File: src/rtl/fifo_stream_pkg.sv
// Shared definitions for the FIFO read-side stream consumer.
package fifo_stream_pkg;
    localparam int UF_CNT_W = 8;

    typedef enum logic [1:0] {
        ST_IDLE   = 2'd0,
        ST_FILL   = 2'd1,
        ST_STREAM = 2'd2,
        ST_DRAIN  = 2'd3
    } state_t;
endpackage

File: src/rtl/stream_skid_buf.sv
// Small circular register buffer that absorbs FIFO read latency so pops never
// depend combinationally on downstream ready.
module stream_skid_buf #(
    parameter int DATA_WIDTH = 2,
    parameter int DEPTH      = 3,
    parameter int OCC_W      = 2
) (
    input  logic                  rd_clk,
    input  logic                  rd_rst_n,
    input  logic                  push,
    input  logic [DATA_WIDTH-1:0] push_data,
    input  logic                  pop,
    output logic [DATA_WIDTH-1:0] head,
    output logic [OCC_W-1:0]      occ
);
    localparam int PTR_W = (DEPTH > 1) ? $clog2(DEPTH) : 1;

    logic [DATA_WIDTH-1:0] mem [DEPTH];
    logic [PTR_W-1:0]      wr_ptr;
    logic [PTR_W-1:0]      rd_ptr;
    logic                  pop_ok;

    // Depth need not be a power of two, so wrap explicitly.
    function automatic logic [PTR_W-1:0] bump(input logic [PTR_W-1:0] p);
        return (p == PTR_W'(DEPTH - 1)) ? '0 : p + PTR_W'(1);
    endfunction

    assign pop_ok = pop && (occ != '0);
    assign head   = mem[rd_ptr];

    always_ff @(posedge rd_clk or negedge rd_rst_n) begin
        if (!rd_rst_n) begin
            for (int i = 0; i < DEPTH; i++) mem[i] <= '0;
            wr_ptr <= '0;
            rd_ptr <= '0;
            occ    <= '0;
        end else begin
            if (push) begin
                mem[wr_ptr] <= push_data;
                wr_ptr      <= bump(wr_ptr);
            end
            if (pop_ok) rd_ptr <= bump(rd_ptr);
            case ({push, pop_ok})
                2'b10:   occ <= occ + OCC_W'(1);
                2'b01:   occ <= occ - OCC_W'(1);
                default: occ <= occ;
            endcase
        end
    end
endmodule

File: src/rtl/fifo_stream_reader.sv
// Read-side FIFO consumer: primes to a fill level, then streams FIFO words out
// over valid/ready, counting underflows.
//
//   state   | meaning
//   IDLE    | disabled, no pops
//   FILL    | waiting for water level to reach START_LEVEL
//   STREAM  | popping while skid buffer has room
//   DRAIN   | no new pops; emptying in-flight and buffered words
module fifo_stream_reader
    import fifo_stream_pkg::*;
#(
    parameter int DATA_WIDTH  = 2,
    parameter int ADDR_WIDTH  = 4,
    parameter int START_LEVEL = 8,
    parameter int RD_LATENCY  = 1
) (
    input  logic                  rd_clk,
    input  logic                  rd_rst_n,
    input  logic                  enable,
    input  logic [DATA_WIDTH-1:0] fifo_rd_data,
    input  logic                  fifo_empty,
    input  logic [ADDR_WIDTH:0]   fifo_rd_water_level,
    output logic                  fifo_rd_en,
    output logic [DATA_WIDTH-1:0] m_data,
    output logic                  m_valid,
    input  logic                  m_ready,
    output logic                  underflow,
    output logic [UF_CNT_W-1:0]   underflow_cnt,
    output logic [1:0]            state
);
    localparam int DEPTH = RD_LATENCY + 2;
    localparam int OCC_W = $clog2(DEPTH + 1);
    localparam int LVL_W = ADDR_WIDTH + 1;
    localparam logic [OCC_W:0]   DEPTH_V = (OCC_W + 1)'(DEPTH);
    localparam logic [LVL_W-1:0] START_V = LVL_W'(START_LEVEL);

    state_t              st;
    state_t              st_nxt;
    logic [OCC_W-1:0]    occ;
    logic [OCC_W-1:0]    infl;
    logic [OCC_W:0]      pending;
    logic                capture;
    logic                uf_hit;
    logic                uf_q;
    logic [UF_CNT_W-1:0] uf_cnt;

    generate
        if (RD_LATENCY == 0) begin : g_lat0
            assign infl    = '0;
            assign capture = fifo_rd_en;
        end else begin : g_lat1
            logic pop_d;
            always_ff @(posedge rd_clk or negedge rd_rst_n) begin
                if (!rd_rst_n) pop_d <= 1'b0;
                else           pop_d <= fifo_rd_en;
            end
            assign infl    = OCC_W'(pop_d);
            assign capture = pop_d;
        end
    endgenerate

    stream_skid_buf #(
        .DATA_WIDTH(DATA_WIDTH),
        .DEPTH     (DEPTH),
        .OCC_W     (OCC_W)
    ) u_skid (
        .rd_clk   (rd_clk),
        .rd_rst_n (rd_rst_n),
        .push     (capture),
        .push_data(fifo_rd_data),
        .pop      (m_valid & m_ready),
        .head     (m_data),
        .occ      (occ)
    );

    assign pending = {1'b0, occ} + {1'b0, infl};
    assign uf_hit  = (st == ST_STREAM) && (occ == '0) && (infl == '0) && fifo_empty;

    always_ff @(posedge rd_clk or negedge rd_rst_n) begin
        if (!rd_rst_n) st <= ST_IDLE;
        else           st <= st_nxt;
    end

    always_comb begin
        st_nxt = st;
        case (st)
            ST_IDLE:   if (enable) st_nxt = ST_FILL;
            ST_FILL:   if (!enable) st_nxt = ST_IDLE;
                       else if (fifo_rd_water_level >= START_V) st_nxt = ST_STREAM;
            // Underflow wins over a simultaneous disable.
            ST_STREAM: if (uf_hit) st_nxt = ST_FILL;
                       else if (!enable) st_nxt = ST_DRAIN;
            ST_DRAIN:  if ((occ == '0) && (infl == '0)) st_nxt = ST_IDLE;
            default:   st_nxt = ST_IDLE;
        endcase
    end

    always_comb begin
        state      = st;
        m_valid    = (occ != '0);
        fifo_rd_en = (st == ST_STREAM) && !fifo_empty && (pending < DEPTH_V);
    end

    always_ff @(posedge rd_clk or negedge rd_rst_n) begin
        if (!rd_rst_n) begin
            uf_q   <= 1'b0;
            uf_cnt <= '0;
        end else begin
            uf_q <= uf_hit;
            if (uf_hit && (uf_cnt != '1)) uf_cnt <= uf_cnt + UF_CNT_W'(1);
        end
    end

    assign underflow     = uf_q;
    assign underflow_cnt = uf_cnt;
endmodule
File: config.mk
export PLATFORM = sky130hd
export DESIGN_NAME = fifo_stream_reader
export DESIGN_NICKNAME = d
export VERILOG_FILES = /design/src/rtl/fifo_stream_pkg.sv /design/src/rtl/stream_skid_buf.sv /design/src/rtl/fifo_stream_reader.sv
export SDC_FILE = /design/constraint.sdc
export NUM_CORES = 1
export LEC_CHECK = 0
export BUFFER_PORTS_ARGS = -buffer_cell sky130_fd_sc_hd__buf_2
export CORE_MARGIN = 2
export CORE_UTILIZATION = 55
export CTS_BUF_LIST = sky130_fd_sc_hd__clkbuf_8
export DETAILED_ROUTE_END_ITERATION = 12
export GPL_TIMING_DRIVEN = 1
export PLACE_DENSITY = 0.85
export SETUP_SLACK_MARGIN = 0.3
export SLEW_MARGIN = 20
export SYNTH_ARGS = -nofsm -noshare
export SYNTH_HDL_FRONTEND = slang
export SYNTH_SLANG_ARGS = --single-unit
File: constraint.sdc
create_clock -name rd_clk -period 1.84 [get_ports rd_clk]
set_input_delay 0.092 -clock rd_clk [delete_from_list [all_inputs] [get_ports rd_clk]]
set_output_delay 0.092 -clock rd_clk [all_outputs]
set_load 0.01 [all_outputs]
# Yosys cells after proc, flatten, opt, wreduce, memory -nomap -nowiden
# Index checks and enable logic that the tools add are counted.
[op_classes] add_sub_neg=6 n_eq_ne=12 order_cmp=5 n_reduce_logical=16 muxes=16 bitwise_logic=3
[op_table] op="$mux W2" n=11
[op_table] op="$eq A2 B2 Y1 const B" n=5
[op_table] op="$logic_and A1 B1 Y1" n=9
[op_table] op="$add A8 B1 Y8 const B" n=1
[op_table] op="$ne A8 B8 Y1 const B" n=1
[op_table] op="$pmux W2 S4" n=1
[op_table] op="$add A2 B1 Y2 const B" n=3
[op_table] op="$bwmux W6" n=1
[op_table] op="$ge A3 B3 Y1 const B" n=2
[op_table] op="$logic_not A2 Y1" n=3
[op_table] op="$ne A3 B3 Y1 const B" n=2
[op_table] op="$not A2 Y3" n=2
[op_table] op="$ge A5 B4 Y1 const B" n=1
[op_table] op="$bmux W2 S2" n=1
[op_table] op="$demux W2 S2" n=1
[op_table] op="$eq A2 B1 Y1 const B" n=2
[op_table] op="$ne A2 B2 Y1 const B" n=2
[op_table] op="$pmux W2 S2" n=1
[op_table] op="$reduce_and A4 Y1" n=1
[op_table] op="$reduce_bool A2 Y1" n=2
[op_table] op="$add A2 B1 Y3" n=1
[op_table] op="$lt A3 B1 Y1 const B" n=1
[op_table] op="$lt A3 B2 Y1 const B" n=1
[op_table] op="$sub A2 B1 Y2 const B" n=1
[op_table] op="2 further kinds" n=2
[word_totals] elab_cells=68 reg_bits=24

# Logic depth before layout (Yosys ltp)
# Gate-level depths: netlist of the first run.
[logic_depth] word_depth=6 mapped_depth=6 mapped_depth_nobuf=6

# Cells and area by module
# A second synthesis of the first run with hierarchy kept.
[hier_totals] hier_cells=100 area_unflattened_um2=1204.9
[by_module_without_submodules] mod="fifo_stream_reader" cells_each=58 seq_area_each_um2=300.3 area_each_um2=668.1 n_inst=1
[by_module_without_submodules] mod="stream_skid_buf" cells_each=42 seq_area_each_um2=300.3 area_each_um2=536.8 n_inst=1

# Worst setup path before layout of the first run
# OpenSTA, ideal clock, no wires.
[synth_path] path_type="flip-flop to flip-flop" from="reg u_skid.occ[0]" to="reg g_lat1.pop_d, in the netlist capture" setup_time_ns=0.122 path_stages_with_launch=5 arrival_time_ns=1.676 required_time_ns=1.718 setup_slack_ns=0.042 cell_sequence="dfrtp_1 > ha_1 > ha_1 > or4b_2 > a21oi_1"
[synth_between] elab_chain_len=3
[synth_rtl] element="from (decl)" line_no="stream_skid_buf.sv:14" text="output logic [OCC_W-1:0] occ"
[synth_rtl] element="from (signal assigned)" line_no="stream_skid_buf.sv:44" text="2'b10: occ <= occ + OCC_W'(1);"
[synth_rtl] element="from (signal assigned)" line_no="stream_skid_buf.sv:45" text="2'b01: occ <= occ - OCC_W'(1);"
[synth_rtl] element="$add A2 B1 Y3" line_no="fifo_stream_reader.sv:76" text="assign pending = {1'b0, occ} + {1'b0, infl};"
[synth_rtl] element="$lt A3 B2 Y1" line_no="fifo_stream_reader.sv:101" text="fifo_rd_en = (st == ST_STREAM) && !fifo_empty && (pending < DEPTH_V);"
[synth_rtl] element="$logic_and A1 B1 Y1" line_no="fifo_stream_reader.sv:101"
[synth_rtl] element="named net fifo_rd_en" line_no="fifo_stream_reader.sv:23" text="output logic fifo_rd_en,"
[synth_rtl] element="to (signal assigned)" line_no="fifo_stream_reader.sv:55" text="else pop_d <= fifo_rd_en;"
[synth_rtl] element="to (decl)" line_no="fifo_stream_reader.sv:52" text="logic pop_d;"
# The timed path passes the listed nets, and every way through them passes these cells.
# A chain may end at the register's enable or synchronous reset.

# Final worst setup path of the first run
[layout_path] from="reg u_skid.occ[1]" to="out fifo_rd_en"
[layout_between] elab_chain_len=3
[layout_rtl] element="$add A2 B1 Y3" line_no="fifo_stream_reader.sv:76"
[layout_rtl] element="$lt A3 B2 Y1" line_no="fifo_stream_reader.sv:101"
[layout_rtl] element="$logic_and A1 B1 Y1" line_no="fifo_stream_reader.sv:101"
[layout_rtl] element="to (decl)" line_no="fifo_stream_reader.sv:23"
# No other way between the ends.

==> run_results.csv, run 1 <==
group,metric,value,unit
worst_hold_path,hold-path-endpoint,"state[0]",
synthesis,avgSynthCellArea,11.3,um2
drt,drt_iter0_drc,10,
final_layout,area_growth,35.3,%
placement,portBuffers,23,
clock_network,cts_tree,"built",
die,initial_core_util,58.9,%
critical_path,start_kind,"flop",
synthesis,ys_types,27,
sta,period_share,102,%
synthesis,ys.flop_type,"dfrtp_1",
worst_hold_path,hold_depth,3,
die,die_y,50.1,um
synthesis,synth_fp_nets,119,
synthesis,ys_seq_elements,24,
drt,drt.antenna.violating_nets,0,
sta,finClkSkew,0.00394,ns
critical_path,critPathMaxStageDelay,0.53,ns
synthesis,syn-cell-area,0.00117,mm2
clock_network,cts_buffers,3,
critical_path,r2r_cells,6,
clock_network,h-tree-depth,1,
clock_network,cts_root_buf,"clkbuf_8",
synthesis,yosysSeqAreaShare,51.4,%
sta,finalSetupViolations,1,
global_route,grt_max_degree,25,
power_and_ir_drop,p_leak,0.771,nW
clock_network,clock_path_buffers,2,
placement,dp_hpwl,1.62,mm
final_layout,multiInputGateArea,627,um2
die,dieArea,0.00251,mm2
placement,place_area,0.00134,mm2
final_layout,fill_cells,118,
final_layout,nets,159,
final_layout,post-route-cell-area,0.00158,mm2
drt,routedWlPerCell,15.8,um
sta,tightest_slew,0.544,ns
global_route,overflow,0,
final_layout,antenna_cells,0,
critical_path,crit_chain,"ha_4, or4b_4, a21oi_2, buf_2",
drt,vias,910,
critical_path,path_class,"reg2out",
sta,rsz0062_at_grt,"true",
synthesis,synth-async-reset-ratio,100,%
critical_path,cp_max_fo,6,
final_layout,drive_gt1_share,48.6,%
placement,place_congestion,0.796,
sta,relSlewSlack,63.7,%
sta,drv_slew,0,
critical_path,crit-reg2reg-capture,"underflow_cnt[5]",
die,row_count,16,
critical_path,worstPathRequired,1.75,ns
synthesis,ys_warn_count,0,
global_route,grt_pass1_wl,3.98,mm
critical_path,path_depth,4,
power_and_ir_drop,power_density,1560,mW/mm2
clock_network,clk_pin_slew,0.09,ns
critical_path,cp-end-kind,"output pin",
critical_path,cp_top_family,"flip-flops",
worst_hold_path,hold_start,"enable",
final_layout,seqCellArea,603,um2
synthesis,synth_edf_count,0,
critical_path,worst_r2r_startpoint,"u_skid.occ[0]",
sta,setup_ws,-0.0360,ns
drt,route.detailed.drc,0,
synthesis,yosys.area.top_type,"dfrtp_1",
die,core_area,0.00198,mm2
critical_path,cp_num_buf_inv,1,
sta,fmax,0.533,GHz
worst_hold_path,hp-class,"in2reg",
synthesis,synth_area_leaders,"dfrtp_1 (51%), mux2_2 (7.7%), ha_1 (4.3%)",
sta,min_period,1.88,ns
run_status,status,"finished, violations left",
drt,drt_first_pass_iters,4,
power_and_ir_drop,ir_drop,1.24,mV
die,die_w,50.1,um
critical_path,startpoint,"u_skid.occ[1]",
critical_path,cp.arrival,1.78,ns
synthesis,netlist.area_leader.share,51.4,%
global_route,track_usage,21.8,%
drt,vias_per_cell,5.38,
final_layout,final_core_util,79.7,%
global_route,antenna_found_initial,0,
global_route,grt_pass1_vias,856,
flow_run,drv_cap,0,
synthesis,netlist_instances,103,
die,io_pins,27,
run_status,violations,"setup timing",
critical_path,ff2ff_setup_slack,0.06,ns
drt,wl,2.68,mm
final_layout,layout_common_cells,"buf_2 (22), dfrtp_1 (22), nand2_1 (11)",
clock_network,cts.sinks,24,
clock_network,clk_latency,0.28,ns
critical_path,critical-path-slowest-cell,"dfrtp_1",
sta,final_hold_viol_count,0,
-- final cells by class --
| type | count | share of cell area, % |
|---|---|---|
| Sequential cell | 24 | 38.2 |
| Clock inverter | 1 | 1.90 |
| Inverter | 6 | 1.43 |
| Timing Repair Buffer | 35 | 14.0 |
| Tap cell | 27 | 2.14 |
| Multi-Input combinational cell | 73 | 39.7 |
| Clock buffer | 3 | 2.61 |
-- report_power, final --
group / total [mW] / internal, mW / switching (mW)
clock network: 0.477 / 0.291 / 0.186
logic: 1.02 / 0.567 / 0.455
registers: 0.959 / 0.724 / 0.235
-- what timing repair did --
item / CTS / global route
pin swaps: 11 / 8
setup endpoints to repair: 6 / 15
hold buffers: 1 / 0
gates resized for setup: 14 / 5
setup buffers: 6 / 4
endpoints found under the hold margin: 24 / 0
-- synth_stat cells, types with 2 or more instances --
library cell   n
mux2i_1        2
nor3_1         3
o21ai_0        7
ha_1           4
xnor2_1        5
nand2_1       13
nand4_1        3
xor2_1         3
mux2_4         2
inv_1          6
nand3_1        4
nor2_1         5
nor2b_1        2
dfrtp_1       24
mux2_2         8
-- cells by family (layout without fill, tap and decap cells) --
| family | Yosys count | in the layout | synth area share (%) |
|---|---|---|---|
| adder cells (fa/ha/maj) | 4 | 4 | 4.29 |
| AND/OR/NAND/NOR | 37 | 37 | 18.0 |
| AO/OA/AOI/OAI | 12 | 12 | 6.32 |
| XOR/XNOR | 8 | 8 | 6.00 |
| multiplexers | 12 | 12 | 12.0 |
| buffers and inverters | 6 | 45 | 1.93 |
| flip-flops | 24 | 24 | 51.4 |
-- worst max path at each step --
stage	to	slack [ns]
floorplan	capture	0.31
global placement	fifo_rd_en	0.21
detailed placement	fifo_rd_en	0.15
CTS	fifo_rd_en	-0.02
global route	fifo_rd_en	-0.07
finish	fifo_rd_en	-0.04
-- worst min-delay path: cells and delay by family --
| kind | cells | cell delay [ns] |
|---|---|---|
| simple gates | 1 | 0.05 |
| buf+inv | 1 | 0.10 |
| compound gates | 1 | 0.06 |
-- metrics by stage --
step / setup TNS (ns) / power, mW / setup slack [ns] / hold WS [ns] / instances
6_report: -0.0360 / 2.46 / -0.0360 / 0.0696 / 169
5_1_grt: -0.0820 / 2.60 / -0.0723 / 0.0683 / 169
4_1_cts: -0.0209 / 2.35 / -0.0209 / 0.0705 / 165
3_5_place_dp: 0 / 1.71 / 0.150 / 0.103 / 154
3_3_place_gp: 0 / 1.64 / 0.209 / 0.0938 / 154
2_1_floorplan: 0 / 1.44 / 0.305 / -0.204 / 103
-- sequential cells by signal (all words and copies together), names as in the netlist --
| signal | count |
|---|---|
| u_skid.rd_ptr | 2 |
| underflow_cnt | 8 |
| state | 2 |
| u_skid.mem | 6 |
| u_skid.occ | 2 |
| underflow | 1 |
| u_skid.wr_ptr | 2 |
| capture | 1 |
-- metal layers --
layer  part of all wire [%]  up-vias  GRT usage [%]
met3                    3.2        5           3.94
met1                     43      447           26.3
met2                     52       20           38.4
li1                       -      438              -
met4                    1.3        0           7.87
met5                      0        -              0
Note: power is estimated with default switching activity, not from simulation.
==> run 2, diff against run 1 <==
- clock period: 1.84 -> 2.15 ns (I/O delays scaled with it)
==> run 2 against run 1 <==
The run now ends clean. Setup slack improved by 0.31 ns. Hold slack improved by 0.030 ns. Clock skew fell by 0.0020 ns. First-iteration DRC count is 40% higher. Via count is 4.4% lower. Sequential share of layout area increased by 3.9 points. Core utilization shrank 7.4 points. Clock-buffer cell count increased by 1. Critical path type unchanged. Critical endpoint unchanged. Highest routed layer unchanged.
==> run_results.csv, run 2 (synthesis results as in run 1) <==
group,metric,value,unit
clock_network,h-tree-depth,1,
placement,place_ws,0.237,ns
sta,fmax,0.534,GHz
drt,vias,870,
critical_path,r2r_cells,5,
sta,drv_slew,0,
drt,vias_per_cell,5.44,
sta,hold_ws,0.0996,ns
die,initial_core_util,58.9,%
global_route,grt_max_degree,25,
die,row_count,16,
sta,period_share,87.1,%
die,dieArea,0.00251,mm2
flow_run,drv_cap,0,
placement,dp_hpwl,1.49,mm
global_route,grt_pass1_wl,3.83,mm
clock_network,cts_buffers,3,
critical_path,critical-path-slowest-cell,"or4b_4",
final_layout,multiInputGateArea,577,um2
sta,finalSetupViolations,0,
final_layout,seqCellArea,603,um2
die,die_y,50.1,um
die,io_pins,27,
critical_path,cp_top_family,"simple AND/OR/NAND/NOR gates",
sta,finClkSkew,0.00191,ns
critical_path,critPathMaxStageDelay,0.48,ns
critical_path,path_depth,5,
global_route,grt_pass1_vias,895,
critical_path,cp_num_buf_inv,1,
clock_network,clock_path_buffers,2,
global_route,antenna_found_initial,0,
final_layout,drive_gt1_share,38.3,%
run_status,status,"finished clean",
critical_path,path_common_cell,"ha_4",
power_and_ir_drop,p_leak,0.685,nW
power_and_ir_drop,power_density,1250,mW/mm2
final_layout,layout_common_cells,"buf_2 (23), dfrtp_1 (22), nand2_1 (13)",
sta,rsz0062_at_grt,"true",
critical_path,worstPathRequired,2.04,ns
placement,dp_cells,153,
sta,tns,0,ns
final_layout,fill_cells,139,
sta,setup_ws,0.277,ns
clock_network,clk_latency,0.27,ns
drt,drt_first_pass_iters,3,
final_layout,layout_commonest_cell,"buf_2",
critical_path,cp_max_fo,2,
power_and_ir_drop,ir_drop,0.867,mV
final_layout,largest_reg_flops,8,
die,die_w,50.1,um
drt,wl,2.16,mm
critical_path,path_class,"reg2out",
placement,place_congestion,0.743,
critical_path,crit_chain,"ha_4, ha_4, or4b_4, a21oi_2, buf_2",
clock_network,cts_tree,"built",
drt,routedWlPerCell,13.5,um
sta,tightest_slew,0.519,ns
clock_network,cts.sinks,24,
clock_network,clk_pin_slew,0.08,ns
sta,min_period,1.87,ns
critical_path,start_kind,"flop",
drt,drt.antenna.violating_nets,0,
global_route,overflow,0,
sta,relSlewSlack,65.4,%
critical_path,cp-end-kind,"output pin",
global_route,track_usage,20.3,%
drt,drt_iter0_drc,14,
clock_network,cts_root_buf,"clkbuf_8",
power_and_ir_drop,power,1.79,mW
worst_hold_path,hp-class,"in2reg",
final_layout,area_growth,22.6,%
sta,final_hold_viol_count,0,
placement,portBuffers,23,
die,core_area,0.00198,mm2
final_layout,antenna_cells,0,
critical_path,cp.arrival,1.77,ns
final_layout,final_cells,160,
final_layout,nets,150,
drt,route.detailed.drc,0,
worst_hold_path,hold_depth,3,
-- run 2: tightest hold or removal path: stages --
cell     delay, ns
buf_2         0.10
nand2_1       0.05
o22ai_1       0.07
-- run 2: worst paths after layout --
check                         startpoint               end  slack (ns)
min in group asynchronous       rd_rst_n     u_skid.occ[1]        0.34
min reg2reg                u_skid.mem[2]     u_skid.mem[2]        0.52
min                               enable          state[0]         0.1
max in group asynchronous       rd_rst_n     u_skid.occ[0]        1.43
max                        u_skid.occ[0]        fifo_rd_en        0.28
max reg2reg                u_skid.occ[0]  underflow_cnt[7]        0.48
-- run 2: final cells by class --
| type | instances | share of cell area (%) |
|---|---|---|
| tap | 27 | 2.36 |
| sequential | 24 | 42.1 |
| multi-input combinational | 73 | 40.3 |
| inverter | 6 | 1.57 |
| clock buffer | 4 | 3.85 |
| timing repair buffer | 26 | 9.79 |
-- run 2: timing repair --
item,CTS,global route
endpoints found under the setup margin,1,2
hold buffers,1,0
pin swaps,1,0
buffers inserted,2,0
hold endpoints to repair,24,0
gates resized for setup,8,1
-- run 2: routing by layer --
metal  up-vias  GRT usage [%]  part of all wire (%)
met3         2           4.85                   4.0
li1        419              -                     -
met1       430           24.8                    45
met4         0           5.56                   1.1
met5         -              0                     0
met2        19           35.3                    50
-- run 2: through the flow --
stage	cell area [um2]	utilization [%]
after global placement	1320	66.4
after CTS	1430	72.2
after global routing	1430	72.2
final	1430	72.2
after detailed placement	1320	66.4
after floorplan	1170	-
-- run 2: power breakdown --
part	total [mW]	switching (mW)	internal, mW	leakage [nW]
Sequential	0.801	0.180	0.620	0.297
Combinational	0.685	0.322	0.363	0.359
Clock	0.304	0.141	0.164	0.0288
